### config.mk
export PLATFORM = sky130hd
export DESIGN_NAME = apb_gpio_slave
export DESIGN_NICKNAME = d
export VERILOG_FILES = /design/src/rtl/apb_gpio_pkg.sv /design/src/rtl/apb_gpio_slave_edge_detect.sv /design/src/rtl/apb_gpio_slave.sv
export SDC_FILE = /design/constraint.sdc
export NUM_CORES = 1
export LEC_CHECK = 0
export CAP_MARGIN = 15
export CORE_UTILIZATION = 30
export DETAILED_ROUTE_END_ITERATION = 6
export SLEW_MARGIN = 20
export SYNTH_ARGS = -nofsm -noshare
export SYNTH_HDL_FRONTEND = slang
export SYNTH_SLANG_ARGS = --single-unit
### constraint.sdc
create_clock -name PCLK -period 5.8 [get_ports PCLK]
set_clock_uncertainty 0.2 [all_clocks]
set_input_delay 1.16 -clock PCLK [delete_from_list [all_inputs] [get_ports PCLK]]
set_output_delay 1.16 -clock PCLK [all_outputs]
set_load 0.02 [all_outputs]
### src/rtl/apb_gpio_pkg.sv
// Shared definitions for the APB GPIO completer: register map, FSM encoding
// and the latched-request record.
package apb_gpio_pkg;

  // Word index decoded from PADDR[4:2]
  localparam logic [2:0] REG_DOUT     = 3'd0;
  localparam logic [2:0] REG_DIR      = 3'd1;
  localparam logic [2:0] REG_DIN      = 3'd2;
  localparam logic [2:0] REG_IRQ_EN   = 3'd3;
  localparam logic [2:0] REG_IRQ_STAT = 3'd4;
  localparam logic [2:0] REG_IRQ_POL  = 3'd5;

  // APB transfer FSM; SETUP is the state holding a freshly latched request
  localparam logic [1:0] ST_IDLE  = 2'd0;
  localparam logic [1:0] ST_SETUP = 2'd1;
  localparam logic [1:0] ST_WAIT  = 2'd2;

  // Wait-state counter width (0..15 wait cycles)
  localparam int CNT_W = 4;

  typedef struct packed {
    logic [2:0]  idx;
    logic        wr;
    logic [31:0] wdata;
  } apb_req_t;

  // Offsets 0x18 and 0x1C are holes in the map
  function automatic logic reg_is_valid(input logic [2:0] idx);
    return (idx <= REG_IRQ_POL);
  endfunction

endpackage

### src/rtl/apb_gpio_slave_edge_detect.sv
// Pad synchroniser, edge detector and sticky interrupt status.
// din_o is the second synchroniser flop; edges compare it to a third flop.
module gpio_edge_detect #(
  parameter int N_GPIO = 32
) (
  input  logic              clk_i,
  input  logic              rst_i,
  input  logic [N_GPIO-1:0] pad_i,
  input  logic [N_GPIO-1:0] pol_i,
  input  logic [N_GPIO-1:0] clr_i,
  output logic [N_GPIO-1:0] din_o,
  output logic [N_GPIO-1:0] stat_o
);

  logic [N_GPIO-1:0] sync1_q, sync2_q, prev_q;
  logic [N_GPIO-1:0] stat_q, stat_d;
  logic [N_GPIO-1:0] hit;

  // Edge match per pin and status update; a new edge beats a same-cycle W1C
  always_comb begin
    hit    = (pol_i & sync2_q & ~prev_q) | (~pol_i & ~sync2_q & prev_q);
    stat_d = (stat_q & ~clr_i) | hit;
  end

  // Synchroniser chain, edge history flop and status register
  always_ff @(posedge clk_i) begin
    if (rst_i) begin
      sync1_q <= '0;
      sync2_q <= '0;
      prev_q  <= '0;
      stat_q  <= '0;
    end else begin
      sync1_q <= pad_i;
      sync2_q <= sync1_q;
      prev_q  <= sync2_q;
      stat_q  <= stat_d;
    end
  end

  assign din_o  = sync2_q;
  assign stat_o = stat_q;

endmodule

### src/rtl/apb_gpio_slave.sv
// APB3 completer for the GPIO block: transfer FSM with programmable wait
// states, register bank and level interrupt.
module apb_gpio_slave
  import apb_gpio_pkg::*;
#(
  parameter int N_GPIO      = 32,
  parameter int WAIT_CYCLES = 0,
  parameter int ADDR_W      = 32
) (
  input  logic              PCLK,
  input  logic              PRESET,
  input  logic              PSEL,
  input  logic              PENABLE,
  input  logic              PWRITE,
  input  logic [ADDR_W-1:0] PADDR,
  input  logic [31:0]       PWDATA,
  output logic [31:0]       PRDATA,
  output logic              PREADY,
  output logic              PSLVERR,
  input  logic [N_GPIO-1:0] gpio_in,
  output logic [N_GPIO-1:0] gpio_out,
  output logic [N_GPIO-1:0] gpio_oe,
  output logic              irq
);

  logic [1:0]        state_q, state_d;
  logic [CNT_W-1:0]  cnt_q, cnt_d;
  apb_req_t          req_q, req_d;
  logic [N_GPIO-1:0] dout_q, dir_q, en_q, pol_q;
  logic [N_GPIO-1:0] din, stat, clr;
  logic [N_GPIO-1:0] wdata_n;
  logic              ready, req_err, wr_commit;
  logic [31:0]       rd_val;

  // Only PADDR[4:2] selects a register
  logic unused_addr;
  assign unused_addr = ^{PADDR[ADDR_W-1:5], PADDR[1:0]};

  function automatic logic [31:0] pad32(input logic [N_GPIO-1:0] v);
    logic [31:0] r;
    r = '0;
    r[N_GPIO-1:0] = v;
    return r;
  endfunction

  // Transfer FSM: latch on SETUP, count wait states, complete with PREADY
  always_comb begin
    state_d = state_q;
    cnt_d   = cnt_q;
    req_d   = req_q;
    ready   = 1'b0;
    case (state_q)
      ST_IDLE: begin
        if (PSEL && !PENABLE) begin
          req_d.idx   = PADDR[4:2];
          req_d.wr    = PWRITE;
          req_d.wdata = PWDATA;
          cnt_d       = CNT_W'(WAIT_CYCLES);
          state_d     = ST_SETUP;
        end
      end
      ST_SETUP, ST_WAIT: begin
        if (!PSEL) begin
          state_d = ST_IDLE;
        end else if (!PENABLE) begin
          // Master abandoned the access phase and restarted: relatch
          req_d.idx   = PADDR[4:2];
          req_d.wr    = PWRITE;
          req_d.wdata = PWDATA;
          cnt_d       = CNT_W'(WAIT_CYCLES);
          state_d     = ST_SETUP;
        end else if (cnt_q == '0) begin
          ready   = 1'b1;
          state_d = ST_IDLE;
        end else begin
          cnt_d   = cnt_q - 1'b1;
          state_d = ST_WAIT;
        end
      end
      default: state_d = ST_IDLE;
    endcase
  end

  // Response decode and read mux from the latched request
  always_comb begin
    req_err   = !reg_is_valid(req_q.idx) || (req_q.wr && (req_q.idx == REG_DIN));
    wr_commit = ready && req_q.wr && !req_err;
    wdata_n   = req_q.wdata[N_GPIO-1:0];
    clr       = (wr_commit && (req_q.idx == REG_IRQ_STAT)) ? wdata_n : '0;
    case (req_q.idx)
      REG_DOUT:     rd_val = pad32(dout_q);
      REG_DIR:      rd_val = pad32(dir_q);
      REG_DIN:      rd_val = pad32(din);
      REG_IRQ_EN:   rd_val = pad32(en_q);
      REG_IRQ_STAT: rd_val = pad32(stat);
      REG_IRQ_POL:  rd_val = pad32(pol_q);
      default:      rd_val = '0;
    endcase
    PREADY  = ready;
    PSLVERR = ready && req_err;
    PRDATA  = (ready && !req_q.wr && !req_err) ? rd_val : '0;
  end

  // FSM state and writable registers; writes land only on the PREADY cycle
  always_ff @(posedge PCLK) begin
    if (PRESET) begin
      state_q <= ST_IDLE;
      cnt_q   <= '0;
      req_q   <= '0;
      dout_q  <= '0;
      dir_q   <= '0;
      en_q    <= '0;
      pol_q   <= '0;
    end else begin
      state_q <= state_d;
      cnt_q   <= cnt_d;
      req_q   <= req_d;
      if (wr_commit) begin
        case (req_q.idx)
          REG_DOUT:    dout_q <= wdata_n;
          REG_DIR:     dir_q  <= wdata_n;
          REG_IRQ_EN:  en_q   <= wdata_n;
          REG_IRQ_POL: pol_q  <= wdata_n;
          default:     ;
        endcase
      end
    end
  end

  gpio_edge_detect #(.N_GPIO(N_GPIO)) u_edge (
    .clk_i  (PCLK),
    .rst_i  (PRESET),
    .pad_i  (gpio_in),
    .pol_i  (pol_q),
    .clr_i  (clr),
    .din_o  (din),
    .stat_o (stat)
  );

  assign gpio_out = dout_q;
  assign gpio_oe  = dir_q;
  assign irq      = |(stat & en_q);

endmodule
==> run_results.csv <==
group,metric,value,unit
outcome,status,"finished with violations",
outcome,violations,"DRC",
cells_and_area,drive_gt1_share,6.93,%
cells_and_area,n_fill_cell,4030,
global_routing,grt_pass1_wl,63700,um
clocking,post_cts_buffers,0,
place,io_buffers,170,
cells_and_area,nNetsFinal,1727,
synth,netlist_instances,1500,
setup_path,cpLargestDelayFamily,"buffers and inverters",
sta,hold_violations,0,
sta,tightest_slew,964,ps
setup_path,cp-startpoint,"PENABLE",
floorplan,dieWidth,203,um
setup_path,crit_slowest_cell,"clkdlybuf4s50_1",
detailed_routing,dr.pass1.iters,7,
setup_path,critPathKind,"in -> out",
sta,maxSlewHeadroom,35.7,%
detailed_routing,wire_per_inst,19.5,um
min_path,hold_path_class,"reg -> reg",
floorplan,rows,73,
floorplan,ios,200,
global_routing,grt_pass1_vias,10700,
setup_path,path_cells,"clkdlybuf4s50_1 > and3_1 > nand2_1 > a211o_1 > buf_4 > a21oi_1 > clkdlybuf4s50_1",
setup_path,required,4440,ps
global_routing,antenna_found_initial,0,
setup_path,worst_setup_path_start_kind,"input pin",
place,place_area,0.0143,mm2
detailed_routing,drc,1,
setup_path,critPathBufInv,3,
synth,synth_edf_count,0,
detailed_routing,drtAntennaViolNets,0,
clocking,cts_max_path_buffers,3,
synth,ys_seq_area_share,49.0,%
global_routing,grt_max_degree,190,
sta,finalMaxSlewViolations,0,
place,dp_hpwl,27100,um
setup_path,cpMostUsedCell,"clkdlybuf4s50_1",
cells_and_area,synthToLayoutAreaGrowth,26.6,%
sta,max_freq,205,MHz
clocking,cts.sinks,298,
floorplan,initial_core_util,30.5,%
synth,avgSynthCellArea,8.12,um2
setup_path,cp_num_cells,7,
clocking,cts.clk_slew.worst_paths,50,ps
floorplan,die_h,203,um
floorplan,die_area,0.0414,mm2
cells_and_area,fin_util,38.6,%
min_path,min-delay-start,"u_edge.sync1_q[14]",
power,power-per-cell-area,293,mW/mm2
power,power.leakage,4.98,nW
detailed_routing,wl,42200,um
floorplan,design.core.area,0.0399,mm2
setup_path,slowest_delay,630,ps
synth,ys_seq_elements,298,
synth,synthArstFlopShare,0,%
sta,rsz0062_at_grt,"false",
synth,ys.flop_type,"dfxtp_1",
clocking,ctsHoldBuffers,0,
setup_path,r2r_start,"req_q[35]",
setup_path,crit_end,"PRDATA[21]",
detailed_routing,first_iter_violations,995,
sta,setup_viol,0,
clocking,htreeDepth,2,
place,dp_slack,955,ps
cells_and_area,diodes,0,
detailed_routing,num_vias,11100,
clocking,cts_tree,"done",
setup_path,arrival,3510,ps
clocking,post_cts_resized,0,
sta,setup-tns-final,0,ps
place,globalplace.congestion,0.807,
clocking,clock_latency,510,ps
setup_path,r2r_slack,2590,ps
setup_path,r2r-end,"pol_q[25]",
global_routing,overflow,0,
clocking,cts-buffers-inserted,35,
run,max_cap_violations,0,
synth,synth_fp_nets,1604,
power,ir_drop,0.161,mV
clocking,root_buffer,"clkbuf_16",
synth,synth_area,0.0122,mm2
detailed_routing,via_per_inst,5.11,
setup_path,crit_path_max_fanout,16,
synth,ys_warn_count,0,
cells_and_area,fin_area,0.0154,mm2
sta,whs,234,ps
global_routing,grtUsageTotal,20.1,%
sta,setup_slack,925,ps
setup_path,end_kind,"output port",
synth,synth.distinct_cells,50,
sta,period_share,84.1,%
setup_path,rr_worst_depth,5,
sta,final.min_clock_period,4870,ps
layout make-up:
| type | instances | area (um2) | area share (%) |
|---|---|---|---|
| tap | 525 | 657 | 4.26 |
| clock buffer | 46 | 980 | 6.36 |
| inverter | 7 | 26.3 | 0.170 |
| multi-input combinational | 1088 | 5770 | 37.5 |
| sequential | 298 | 5970 | 38.7 |
| clock inverter | 12 | 93.8 | 0.609 |
| timing repair buffer | 193 | 1910 | 12.4 |
state kept, by name (all words and copies together), names as in the netlist:
| name | flops |
|---|---|
| gpio_oe | 32 |
| wdata_n | 32 |
| u_edge.stat_o | 32 |
| u_edge.prev_q | 32 |
| gpio_out | 32 |
| en_q | 32 |
| pol_q | 32 |
| req_q | 4 |
| state_q | 2 |
| u_edge.sync1_q | 32 |
| u_edge.din_o | 32 |
| cnt_q | 4 |
how the worst min path moves through the flow:
stage	to	slack, ps	depth (start not counted)
after floorplan	u_edge.din_o[0]	210	1
after global placement	u_edge.din_o[29]	230	1
after detailed placement	u_edge.din_o[16]	230	1
after CTS	u_edge.din_o[14]	240	1
after global routing	u_edge.din_o[14]	250	1
final	u_edge.din_o[14]	230	1
cell usage after synthesis, drive strengths merged, types with 8 or more instances:
master,instances,area (um2)
nand2,397,1490
buf,40,196
dfxtp,298,5970
nand2b,8,50.1
a21oi,262,1310
clkbuf,67,251
o31ai,32,240
a221oi,10,87.6
mux2i,42,420
nor2,113,424
o21ai,13,65.1
mux2,15,169
nor2b,101,632
a22oi,20,150
power by group:
part	internal, W	leakage, nW	switching (W)
Sequential	0.00210	2.42	0.0000650
Clock	0.00123	0.528	0.000854
Combinational	0.000116	2.03	0.000158
placed cells by master (no fill, tap or decap), types with 5 or more instances in the layout:
cell             netlist  final
o21ai_0               12     12
a22oi_1               20     20
nand3_1                5      5
nand4_1                5      5
nor2_1               113    113
clkdlybuf4s50_1        0    169
clkbuf_16              0     37
a32oi_1                6      6
nand2b_1               8      8
clkinv_2               0      8
o31ai_1               32     32
a221oi_1              10     10
mux2_2                15     15
mux2i_1               42     42
a21oi_1              262    262
inv_1                  7      7
clkbuf_1              67      7
nand2_1              397    397
a31oi_1                5      5
nor2b_1              101    101
buf_4                  0     21
dfxtp_1              298    295
mux4_2                 7      7
o22ai_1                6      6
through the flow:
step           cells  total power, W
2_1_floorplan   1500         0.00234
3_3_place_gp    2110         0.00247
3_5_place_dp    2110         0.00248
4_1_cts         2168         0.00455
5_1_grt         2169         0.00467
6_report        2169         0.00452
per-layer routing:
layer  track usage [%]  routed length [um]
met1              26.8               18600
met2              32.5               19400
met3              3.37                2980
met4              6.98                1160
met5                 0                   0
cell families (layout without fill, tap and decap cells):
group           count (synthesis)  in the layout  synth area share [%]
simple gates                  654            654                  23.5
fa+ha+maj                       3              3                 0.308
flops                         298            298                  49.0
xor+xnor                        1              1                0.0720
mux                            64             64                  6.14
compound gates                366            366                  17.1
buf+inv                       114            258                  3.90
Note: power is estimated with default switching activity, not from simulation.
==> RTL edit: new RTL, same flow settings <==
Reset style: asynchronous (`PRESET` and `rst_i`), changed in 2 clocked blocks.
--- a/src/rtl/apb_gpio_slave_edge_detect.sv
+++ b/src/rtl/apb_gpio_slave_edge_detect.sv
@@ -23,7 +23,7 @@
   end
 
   // Synchroniser chain, edge history flop and status register
-  always_ff @(posedge clk_i) begin
+  always_ff @(posedge clk_i or posedge rst_i) begin
     if (rst_i) begin
       sync1_q <= '0;
       sync2_q <= '0;
--- a/src/rtl/apb_gpio_slave.sv
+++ b/src/rtl/apb_gpio_slave.sv
@@ -102,7 +102,7 @@
   end
 
   // FSM state and writable registers; writes land only on the PREADY cycle
-  always_ff @(posedge PCLK) begin
+  always_ff @(posedge PCLK or posedge PRESET) begin
     if (PRESET) begin
       state_q <= ST_IDLE;
       cnt_q   <= '0;
Behaviour: differs if PRESET is asserted again (counterexample within 4 cycles, from zero or initial values and one cycle with PRESET high); with PRESET held inactive, the same outputs for 4 cycles.
==> RTL edit against the unedited design <==
Sequential cell count is the same; design area up 2.9%; routed wire length decreased by 12%; synthesized area is 1.9% higher; setup slack worse by 0.25 ns; critical path type unchanged; highest routed layer unchanged.
Power is not compared: it rests on default switching activity, and its combinational part moved more than twofold at a synthesized area within 25%.
==> RTL edit: results (changes against the unedited design) <==
- Nets@finish: 1300 (-25%)
- Initial DRC count: 526 (-47%)
- Clk root buf: clkbuf_16
- Fillers: 3886 (-3.6%)
- Fmax: 0.195 GHz (-4.9%)
- Hold Crit Start: u_edge.sync1_q[10]
- DR vias: 8641 (-22%)
- Worst skew pair latency: 0.53 ns (+0.02 ns)
- Mapped Nets: 1118 (-30%)
- Leakage: 6.89 nW
- DP Area: 0.0148 mm² (+3.2%)
- Vias in the first global route: 8977 (-16%)
- Routability Congestion: 0.817 (+1.3%)
- First-pass GRT wire length: 56700 µm (-11%)
- Final wirelength: 37400 µm (-12%)
- Worst r2r src: req_q[33]
- Status: complete, no violations
- CTS max path bufs: 3 (unchanged)
- DP Cell Count: 1691 (-20%)
- TritonRoute pass-1 iters: 5 (-2)
- Post-DP HPWL: 25600 µm (-5.6%)
- Crit Reg-Reg Endpoint: u_edge.stat_o[2]
- Cell depth of the worst hold path: 0 (-1)
- Fin Hold WS: 0.143 ns (-0.0908 ns)
- Cell variety after synth: 46 (-8.0%)
- Avg WL per Cell: 21.3 µm (+9.6%)
- R2R Setup Slk: 2.30 ns (-0.29 ns)
- Synth Area per Inst: 12.2 µm² (+51%)
- CP endpoint: PRDATA[30]
- Hold Path End: u_edge.din_o[10]
- FFs w/ async S/R, synth: 1.00 (+1.00)
- Tot GR Track Use: 0.182 (-0.0186)
- Post-synth top cells: dfrtp_1, nand2_1, mux2_2
- Pin count of the biggest net entering global routing: 111 (-42%)
- Layout cells sized above 1: 0.170 (+0.100)
- R2R depth: 6 (+1)
- Post-synthesis sequential area ratio: 0.601 (+0.111)
RTL edit: cell types whose count changed after synthesis, moves of 14 or more:
| cell | unedited run | this run |
|---|---|---|
| buf_2 | 37 | 22 |
| nor2b_1 | 101 | 3 |
| o31ai_1 | 32 | 1 |
| clkbuf_1 | 67 | 16 |
| mux2_1 | 0 | 34 |
| dfxtp_1 | 298 | 0 |
| a221o_1 | 0 | 32 |
| dfrtp_1 | 0 | 298 |
| a21oi_1 | 262 | 36 |
| nand2_1 | 397 | 176 |
| mux2_2 | 15 | 110 |
| nor2_1 | 113 | 99 |
RTL edit: logic make-up after synthesis:
kind of cell               share of synthesized area
AOI/OAI and AO/OA                             0.0876
adders and majority gates                    0.00302
buffers and inverters                         0.0249
DFF                                            0.601
muxes                                          0.181
and+or+nand+nor                                0.103
RTL edit: final cells by class:
type	count	share of cell area
inverter	10	0.00260
clock inverter	8	0.00481
sequential	298	0.471
clock buffer	52	0.0637
timing repair buffer	197	0.122
tap	532	0.0420
multi-input combinational	654	0.295
RTL edit: layer usage:
metal	wire length (µm)	share of wire	GRT usage	vias to the layer above
li1	-	-	-	3970
met1	16400	0.44	0.239	4378
met2	18000	0.48	0.299	231
met3	1990	0.053	0.0383	62
met4	928	0.025	0.0556	0
met5	0	0	0	-
RTL edit: critical path, cell delays in order:
cell and delay (ns):
clkdlybuf4s50_1 0.61, nand4_1 0.18, a211o_1 0.58, a211oi_1 0.52
clkdlybuf4s50_1 0.70
RTL edit: per-stage QoR:
step,util,worst slack [ns]
4_1_cts,0.388,0.678
2_1_floorplan,-,0.481
5_1_grt,0.388,0.580
6_report,0.388,0.672
3_3_place_gp,0.362,0.698
3_5_place_dp,0.362,0.678
